`config.mk`:
```
export PLATFORM = sky130hd
export DESIGN_NAME = fft_r22sdf_ctrl
export DESIGN_NICKNAME = d
export VERILOG_FILES = /design/src/rtl/fft_r22sdf_ctrl.sv
export SDC_FILE = /design/constraint.sdc
export NUM_CORES = 1
export LEC_CHECK = 0
export ABC_AREA = 1
export ABC_CLOCK_PERIOD_IN_PS = 5070
export CORE_MARGIN = 2
export CORE_UTILIZATION = 30
export CTS_CLUSTER_DIAMETER = 40
export DETAILED_ROUTE_END_ITERATION = 10
export GPL_TIMING_DRIVEN = 0
export PLACE_DENSITY = 0.59
export SLEW_MARGIN = 40
export SYNTH_ARGS = -nofsm -noshare
export SYNTH_HDL_FRONTEND = slang
export SYNTH_SLANG_ARGS = --single-unit
```
`constraint.sdc`:
```
create_clock -name clk_i -period 5.07 [get_ports clk_i]
set_input_delay 1.014 -clock clk_i [delete_from_list [all_inputs] [get_ports clk_i]]
set_output_delay 1.014 -clock clk_i [all_outputs]
set_load 0.01 [all_outputs]
```
`src/rtl/fft_r22sdf_ctrl.sv`:
```
// Sequencing controller for a radix-2^2 SDF FFT pipeline.
// Counts accepted samples and decodes per-stage butterfly selects, the -j
// rotation enable, twiddle ROM addresses, and output framing signals.
// Every decoded output is a pure function of the cnt/fill registers plus en_i,
// so a gap (en_i low) freezes the whole pipeline view in place.
module fft_r22sdf_ctrl #(
    parameter int N_LOG2    = 10,
    parameter int STAGE_LAT = 2,
    parameter int BF_LAT    = 1
) (
    input  logic                                 clk_i,
    input  logic                                 rst_i,
    input  logic                                 en_i,
    input  logic                                 clear_i,
    output logic                                 ce_o,
    output logic [N_LOG2/2-1:0]                  bfi_sel_o,
    output logic [N_LOG2/2-1:0]                  bfii_sel_o,
    output logic [N_LOG2/2-1:0]                  bfii_negj_o,
    output logic [(N_LOG2/2-1)*N_LOG2-1:0]       tw_addr_o,
    output logic                                 valid_o,
    output logic                                 frame_start_o,
    output logic [N_LOG2-1:0]                    out_idx_o,
    output logic [N_LOG2-1:0]                    out_bin_o
);

    localparam int S    = N_LOG2 / 2;
    localparam int N    = 1 << N_LOG2;
    // Enabled cycles until the first sample of a frame reaches the last stage output.
    localparam int FILL = N - 1 + S * STAGE_LAT;
    localparam int FW   = $clog2(FILL + 1);

    localparam logic [FW-1:0]     FILL_CNT = FW'(FILL);
    localparam logic [N_LOG2-1:0] FILL_MOD = N_LOG2'(FILL % N);

    logic [N_LOG2-1:0] cnt;
    logic [FW-1:0]     fill;
    logic              valid;

    // Sample counter and saturating fill counter; clear beats a coincident en_i.
    always_ff @(posedge clk_i or posedge rst_i) begin
        if (rst_i) begin
            cnt  <= '0;
            fill <= '0;
        end else if (clear_i) begin
            cnt  <= '0;
            fill <= '0;
        end else if (en_i) begin
            cnt <= cnt + 1'b1;
            if (fill != FILL_CNT) begin
                fill <= fill + 1'b1;
            end
        end
    end

    assign ce_o          = en_i;
    assign valid         = (fill == FILL_CNT);
    assign valid_o       = valid;
    assign out_idx_o     = valid ? (cnt - FILL_MOD) : '0;
    assign frame_start_o = valid & en_i & (out_idx_o == '0);

    // Frequency bin is the bit-reversed output position.
    always_comb begin
        out_bin_o = '0;
        for (int i = 0; i < N_LOG2; i++) begin
            out_bin_o[i] = out_idx_o[N_LOG2-1-i];
        end
    end

    // Per-stage decode. Stage s only looks at the low HI+1 bits of its
    // delayed count, so the subtraction is done at that width (still mod N).
    for (genvar s = 0; s < S; s++) begin : g_stage
        localparam int HI    = N_LOG2 - 1 - 2 * s;
        localparam int LO    = N_LOG2 - 2 - 2 * s;
        localparam int OFF_I = (s * STAGE_LAT) % (1 << (HI + 1));
        localparam int BF_I  = BF_LAT % (1 << (HI + 1));

        logic [HI:0] c_s;

        assign c_s            = cnt[HI:0] - OFF_I[HI:0];
        assign bfi_sel_o[s]   = c_s[HI];
        assign bfii_sel_o[s]  = c_s[LO];
        assign bfii_negj_o[s] = c_s[HI] & c_s[LO];

        if (s < S - 1) begin : g_tw
            logic [HI:0]       t;
            logic [1:0]        q;
            logic [N_LOG2-1:0] qx;
            logic [N_LOG2-1:0] kx;

            // Twiddle index lags the butterfly by BF_LAT; q is the bit-reversed
            // butterfly pair {hi,lo}, k the position within the sub-block.
            assign t  = c_s - BF_I[HI:0];
            assign q  = {t[LO], t[HI]};
            assign qx = {{(N_LOG2-2){1'b0}}, q};
            assign kx = {{(N_LOG2-LO){1'b0}}, t[LO-1:0]};
            assign tw_addr_o[s*N_LOG2 +: N_LOG2] = (qx * kx) << (2 * s);
        end
    end

endmodule

```
* Word level (Yosys, flattened, before mapping) *
Cells that the tools add are included.

cells by class
  equality and inequality tests = 2
  multiplexer cells = 6
  multipliers = 4
  bitwise logic cells = 7
  reductions and logical operators = 4
  $add $sub $neg = 10

operators with widths
  kind                                                                   count
  11-bit 2-to-1 mux                                                      3
  10-bit 2-to-1 mux                                                      3
  11-bit by 1-bit adder with 11-bit output (second input constant)       1
  11-bit == test (second input constant)                                 1
  11-bit != test (second input constant)                                 1
  10-bit by 1-bit adder with 10-bit output (second input constant)       1
  10-bit logical NOT                                                     1
  2-bit by 8-bit multiplier with 10-bit output                           1
  10-bit by 1-bit subtractor with 10-bit output (second input constant)  1
  10-bit by 4-bit subtractor with 10-bit output (second input constant)  1
  2-bit by 6-bit multiplier with 8-bit output                            1
  8-bit by 1-bit subtractor with 8-bit output (second input constant)    1
  8-bit by 2-bit subtractor with 8-bit output (second input constant)    1
  1-bit bitwise AND                                                      7
  2-bit by 4-bit multiplier with 6-bit output                            1
  6-bit by 1-bit subtractor with 6-bit output (second input constant)    1
  6-bit by 3-bit subtractor with 6-bit output (second input constant)    1
  2-bit by 2-bit multiplier with 4-bit output                            1
  2-bit nonzero test                                                     2
  4-bit by 1-bit subtractor with 4-bit output (second input constant)    1
  4-bit by 3-bit subtractor with 4-bit output (second input constant)    1
  2-bit AND reduction                                                    1

word-level totals
  bits in registers = 21
  output and inout bits = 78
  bits of input ports = 4
  word-level logic and storage cells = 35

* Depth between registers and ports, before layout *
Gate-level depths: netlist (run 1).

  word-level depth = 4
  mapped depth = 19
  gate-level depth less buffers = 18

* Worst setup path before layout (run 1) *
OpenSTA, ideal clock, no wires.

  path type = reg2out
  start = register cnt[2]
  end = output port tw_addr_o[7]
  data required time = 4.056 ns
  slack = 1.296 ns
  data arrival time = 2.760 ns
  buffers on the path = 1
  cell stages (with the launch flop) = 15
  path through = dfrtp_1 > inv_1 > ha_1 > clkbuf_2 > a21boi_1 > nand2_1 > nand2_1 > nand2_1 > inv_2 > nor2_1 > ha_1 > fa_1 > nand4_1 > nand3_1 > xor2_1

on the way
  word-level cells in the longest chain between the ends = 2

RTL lines
  element                                        line  source
  start, declared                                35    logic [N_LOG2-1:0] cnt;
  start signal, assigned                         48    cnt <= cnt + 1'b1;
  10-bit by 1-bit subtractor with 10-bit output  92    assign t = c_s - BF_I[HI:0];
  2-bit by 8-bit multiplier with 10-bit output   96    assign tw_addr_o[s*N_LOG2 +: N_LOG2] = (qx * kx) << (2 * s);
  end, declared                                  19    output logic [(N_LOG2/2-1)*N_LOG2-1:0] tw_addr_o,

Every way passes these cells.

* Final worst setup path (run 1) *
  start = register cnt[2]
  end = output port tw_addr_o[18]

on the way
  word-level cells in the longest chain between the ends = 3

RTL lines
  element                                      line  source
  8-bit by 2-bit subtractor with 8-bit output  79    assign c_s = cnt[HI:0] - OFF_I[HI:0];
  8-bit by 1-bit subtractor with 8-bit output  92
  2-bit by 6-bit multiplier with 8-bit output  96

Every way passes these cells.

==> results of run 1 <==
## power groups by stage
| stage | logic, mW | registers [mW] | clock network [mW] |
|---|---|---|---|
| finish | 0.588 | 0.180 | 0.110 |
| global route | 0.656 | 0.181 | 0.122 |
| CTS | 0.593 | 0.180 | 0.116 |
| detailed placement | 0.591 | 0.183 | 0 |
| global placement | 0.583 | 0.183 | 0 |
| floorplan | 0.354 | 0.181 | 0 |
## Yosys cell counts, types with 3 or more instances
library cell  count
buf_4            28
nor3_1            4
buf_2             3
a31oi_1           3
fa_1              3
o21ai_0          14
nand4_1          11
nor2_2            8
clkbuf_1          3
inv_1            39
nand2_1         113
nor3_2            3
xnor2_1           4
xor2_1           19
dfrtp_1          21
nor2_1           72
nand2_2           5
xor2_2            3
inv_2            10
ha_1             35
nand3_1          41
a21oi_1          21
## per-layer routing
metal  vias up  wire, µm
met2        62      4080
met3        13       256
met4         0       150
li1       1694         -
met5         -         0
met1      1492      3640
## worst max-delay path: stages (launching register included)
cell	delay, ns
dfrtp_2	0.49
clkinvlp_4	0.22
ha_1	0.24
clkbuf_2	0.18
nand2_1	0.12
nand2_1	0.05
nand2_1	0.14
nand3_2	0.13
nor2_1	0.10
nand2_1	0.07
nand2_2	0.17
nor2_2	0.05
ha_1	0.33
a21oi_1	0.19
o21ai_0	0.10
a31oi_1	0.20
nand3_1	0.10
nand2_1	0.07
clkdlybuf4s50_1	0.52
## registers in the layout, summed over array words and instances (netlist names)
signal	flops
fill	11
cnt	10
## cell type report
type / instances / area [µm²] / share of cell area, %
inverter: 49 / 188 / 4.52
tap: 136 / 170 / 4.10
clock buffer: 4 / 45.0 / 1.08
multi-input combinational: 391 / 2280 / 54.9
timing repair buffer: 69 / 686 / 16.5
sequential: 21 / 528 / 12.7
buffer: 37 / 258 / 6.21
## timing repair
action	4_1_cts	5_1_grt
setup endpoints to repair	0	9
gates resized for setup	0	6
buffers inserted	0	2
## cell families after synthesis
kind of cell / after synthesis / synth area share, %
compound gates: 49 / 8.64
xor+xnor: 27 / 8.72
fa+ha+maj: 38 / 15.6
buf+inv: 86 / 13.9
flops: 21 / 16.5
other cells: 1 / 0.118
simple gates: 265 / 36.6
## worst max path at each step
stage	start	end	slack (ns)	cells past startpoint
after floorplan	cnt[2]$_DFFE_PP0P_	tw_addr_o[7]	1.30	14
after global placement	cnt[2]$_DFFE_PP0P_	tw_addr_o[8]	0.46	15
after detailed placement	cnt[2]$_DFFE_PP0P_	tw_addr_o[7]	0.42	15
after CTS	cnt[2]$_DFFE_PP0P_	tw_addr_o[7]	0.12	15
after global routing	cnt[3]$_DFFE_PP0P_	tw_addr_o[8]	0.03	18
final	cnt[2]$_DFFE_PP0P_	tw_addr_o[18]	0.33	18
==> run_results.csv, run 1 <==
group,metric,value,unit
pwr,p_seq_share,20.5,%
grt,grt_max_degree,22,
pwr,p_int,523,µW
clocking,root_buffer,"clkbuf_8",
grt,gr-total-overflow,0,
grt,use_met3,0.912,%
synthesis,avgSynthCellArea,6.54,µm²
synthesis,synth_cells,487,
floorplanning,fp.dieH,107,µm
routing,drc,0,
routing,dr.pass1.iters,4,
sta,finalHoldViolCount,0,
pwr,pwr-share-clk,12.6,%
floorplanning,die_x,107,µm
sta,drv_slew,0,
pwr,comb_power_share,66.9,%
synthesis,synth_top_area_share,16.5,%
finish,layout_commonest_cell,"nand2_1",
sta,period_needed,4.74,ns
sta,whs,0.573,ns
floorplanning,fp.dieArea,11500,µm²
grt,antenna_found_initial,0,
synthesis,ys_types,40,
worst_setup_path,r2r_start,"fill[0]$_DFFE_PP0P_",
clocking,cts_max_level,1,
grt,met1_usage,17.6,%
status,outcome,"finished clean",
sta,setup_slack,0.328,ns
worst_hold_path,hold_path.class,"flip-flop to flip-flop",
worst_hold_path,hold-path-endpoint,"fill[9]$_DFFE_PP0P_",
clocking,cts_made_buffers,3,
sta,finalSetupViolCount,0,
pwr,power,879,µW
finish,num_antenna_cells,0,
worst_setup_path,crit_path_end_kind,"primary output",
pwr,sw_frac_of_total,40.5,%
placement,dp_hpwl,6690,µm
placement,placed_cell_area,4070,µm²
placement,pre_cts_ws,0.423,ns
sta,setup-tns-final,0,ns
worst_hold_path,worstHoldStart,"fill[9]$_DFFE_PP0P_",
routing,drt_wl_total,8120,µm
routing,ant_nets,0,
routing,post_drt_wl_per_cell,11.5,µm
finish,final_util,40.2,%
sta,timing.final.crit_share,93.5,%
grt,top_usage_layer,"met2",
clocking,cts_buffer_depth,2,
sta,rsz0062_at_grt,"no",
synthesis,synth_ff_type,"dfrtp_1",
finish,drive_above_1_share,14.4,%
floorplanning,rows,37,
worst_setup_path,crit_fanout,9,
pwr,switchingPower,356,µW
placement,numPortBuffers,67,
routing,vias_per_cell,4.61,
worst_setup_path,crit_required,4.06,ns
routing,vias,3261,
clocking,ctsHoldBuffers,0,
worst_setup_path,reg2reg_depth,6,
pwr,leakagePower,2.08,nW
finish,layout_common_cells,"nand2_1 (113), nor2_1 (71), clkdlybuf4s50_1 (67), nand3_1 (41), inv_1 (37)",
floorplanning,floorplan.initialDensity,30.9,%
worst_setup_path,r2r-end,"fill[9]$_DFFE_PP0P_",
routing,drt_iter0_drc,87,
floorplanning,ios,82,
synthesis,ys_ff_latch,21,
placement,dp.cells,701,
grt,grt_first_pass_wirelength,13600,µm
finish,layout.cells.non_filler,707,
worst_setup_path,start_kind,"flip-flop",
sta,fin_skew,0.00216,ns
finish,synthToLayoutAreaGrowth,30.3,%
worst_setup_path,critical_path_class,"flip-flop to primary output",
clocking,clock_latency,0.26,ns
clocking,cts_tree,"built",
synthesis,seq_area_frac_synth,16.5,%
clocking,cts.clk_slew.worst_paths,0.07,ns
flow_run,cap_violations,0,
finish,nFillCells,1096,
clocking,clock-sinks,21,
finish,num-nets-final,614,
worst_setup_path,arrival,3.73,ns
pwr,p_per_area,212,nW/µm²
sta,fmax,0.211,GHz
synthesis,synth_top_area_cell,"dfrtp_1",
finish,fin_area,4150,µm²
synthesis,syn-cell-area,3190,µm²
synthesis,synth_edf_count,0,
grt,gr-usage-met2,26.2,%
floorplanning,core-area,10300,µm²
synthesis,async_reset_ff_share,100,%
placement,place_congestion,0.837,
synthesis,ys_warn_count,0,
pwr,vdd_drop_max,0.151,mV
grt,track_usage,14.2,%
grt,grt_pass1_vias,3014,
worst_hold_path,holdPathStages,2,
synthesis,synthTopCellsByArea,"dfrtp_1 (16%), ha_1 (14%), nand2_1 (13%)",
worst_setup_path,r2r_slack,3.29,ns
No activity file was read; power rests on OpenSTA's default activity.
==> inputs of run 2 (changes only) <==
- CORE_UTILIZATION: 30 -> 55
- MAX_ROUTING_LAYER: not set -> met4
- PLACE_DENSITY: 0.59 -> 0.94
==> run_results.csv, run 2 (synthesis results as in run 1) <==
group,metric,value,unit
status,outcome,"finished clean",
pwr,p_seq_share,20.3,%
floorplanning,die_x,80.1,µm
pwr,p_per_area,218,nW/µm²
worst_hold_path,hold_path.class,"flip-flop to flip-flop",
worst_setup_path,crit_required,4.06,ns
worst_setup_path,start_kind,"flip-flop",
finish,reg_top3,"fill: 11 flops, cnt: 10 flops",
grt,grt_pass1_vias,3240,
clocking,cts_tree,"built",
placement,numPortBuffers,67,
sta,setup_slack,0.252,ns
floorplanning,core-area,5540,µm²
floorplanning,fp.dieArea,6420,µm²
clocking,root_buffer,"clkbuf_8",
sta,timing.final.crit_share,95.0,%
worst_setup_path,path_cells,"clkinvlp_4 > buf_4 > ha_1 > nand2_1 > nand2_1 > nor2_1 > nand3_2 > nor2_1 > nand2_1 > nand2_2 > nor2_2 > ha_1 > fa_1 > nand3_1 > nand2_1 > xor2_1 > clkdlybuf4s50_1",
finish,nFillCells,447,
worst_setup_path,crit_buf_inv,3,
finish,multi_input_area,2260,µm²
flow_run,cap_violations,0,
finish,regMostFlops,"fill",
clocking,ctsHoldBuffers,0,
floorplanning,floorplan.initialDensity,57.5,%
pwr,power,888,µW
placement,place_congestion,0.950,
sta,finalSetupViolCount,0,
placement,dp_hpwl,6840,µm
floorplanning,fp.dieH,80.1,µm
pwr,p_int,524,µW
worst_setup_path,crit_fanout,9,
worst_setup_path,crit_family,"simple AND/OR/NAND/NOR gates",
pwr,comb_power_share,67.8,%
finish,regArea,528,µm²
finish,drive_above_1_share,14.3,%
clocking,cts_max_level,1,
pwr,pwr-share-clk,11.9,%
worst_setup_path,reg2reg_depth,8,
routing,post_drt_wl_per_cell,12.9,µm
finish,layout_common_cells,"nand2_1 (113), nor2_1 (72), clkdlybuf4s50_1 (67), nand3_1 (41), inv_1 (37)",
pwr,vdd_drop_max,0.157,mV
clocking,cts_made_buffers,3,
pwr,leakagePower,2.09,nW
worst_setup_path,critPathMaxStageDelay,0.55,ns
worst_setup_path,slowest_stage,"clkdlybuf4s50_1",
worst_setup_path,critical_path_class,"flip-flop to primary output",
finish,num-nets-final,615,
worst_setup_path,crit_path_end_kind,"primary output",
routing,ant_nets,0,
worst_hold_path,holdPathStages,2,
routing,drc,0,
sta,period_needed,4.82,ns
finish,num_antenna_cells,0,
worst_setup_path,crit_top_cell,"nand2_1",
sta,drv_slew,0,
finish,largest_reg_flops,11,
sta,fin_skew,0.000868,ns
pwr,switchingPower,364,µW
sta,finalHoldViolCount,0,
routing,drt_iter0_drc,198,
grt,antenna_found_initial,0,
clocking,clock-sinks,21,
clocking,cts_buffer_depth,2,
sta,setup-tns-final,0,ns
floorplanning,rows,27,
worst_setup_path,arrival,3.80,ns
routing,drt_wl_total,8290,µm
routing,vias,3407,
sta,fmax,0.208,GHz
clocking,cts.clk_slew.worst_paths,0.07,ns
grt,grt_first_pass_wirelength,14000,µm
worst_setup_path,critical_path_depth,17,
pwr,sw_frac_of_total,41.0,%
placement,pre_cts_ws,0.380,ns
floorplanning,ios,82,
grt,grt_max_degree,22,
clocking,clock_latency,0.26,ns
finish,layout_commonest_cell,"nand2_1",
routing,vias_per_cell,5.29,
routing,dr.pass1.iters,5,
finish,synthToLayoutAreaGrowth,27.6,%
grt,track_usage,27.4,%
grt,gr-total-overflow,0,
==> run 2: per-stage QoR <==
| step | cells | hold slack (ns) | instance area (µm²) | utilization, % |
|---|---|---|---|---|
| floorplan | 498 | 0.512 | 3230 | - |
| global placement | 637 | 0.537 | 3990 | 72.0 |
| finish | 644 | 0.587 | 4070 | 73.4 |
| detailed placement | 637 | 0.556 | 3990 | 72.0 |
| global route | 644 | 0.609 | 4070 | 73.4 |
| CTS | 641 | 0.572 | 4030 | 72.8 |
==> run 2: layout make-up <==
class	instances	area share (%)
tap	72	2.22
clock buffer	4	1.11
buffer	37	6.34
sequential	21	13.0
multi-input combinational	391	55.7
timing repair buffer	70	17.0
inverter	49	4.62
==> run 2: worst paths after layout <==
check,start,endpoint,slack [ns]
max reg2reg,cnt[2]$_DFFE_PP0P_,cnt[9]$_DFFE_PP0P_,3.32
max in group asynchronous,rst_i,cnt[1]$_DFFE_PP0P_,3.67
max,cnt[2]$_DFFE_PP0P_,tw_addr_o[17],0.25
min reg2reg,fill[9]$_DFFE_PP0P_,fill[9]$_DFFE_PP0P_,0.59
min in group asynchronous,rst_i,cnt[8]$_DFFE_PP0P_,1.07
min,fill[9]$_DFFE_PP0P_,fill[9]$_DFFE_PP0P_,0.59
==> run 2: tightest hold or removal path: cells and delay by family (launching register included) <==
kind	cells	cell delay, ns
compound gates	1	0.07
flops	1	0.42
simple gates	1	0.07
==> run 2: power groups by stage <==
stage	combinational [mW]	sequential, mW	clock (mW)
floorplan	0.354	0.181	0
global route	0.663	0.181	0.115
finish	0.602	0.180	0.106
CTS	0.600	0.179	0.109
detailed placement	0.599	0.183	0
global placement	0.573	0.182	0
==> run 2: routing by layer <==
metal / track usage (%) / routed length, µm
met5: - / 0
met4: 9.66 / 190
met3: 1.57 / 291
met2: 52.8 / 4540
met1: 29.3 / 3270
==> run 2: repair_timing <==
action | CTS | global route
hold endpoints to repair | 0 | 0
resized for setup | 0 | 4
buffers inserted | 0 | 3
endpoints found under the setup margin | 0 | 8
==> inputs of run 3 (changes only) <==
- CTS_CLUSTER_DIAMETER: 40 -> 30
==> results of run 3 <==
Final layout, timing and power as in run 2 (identical DEF).
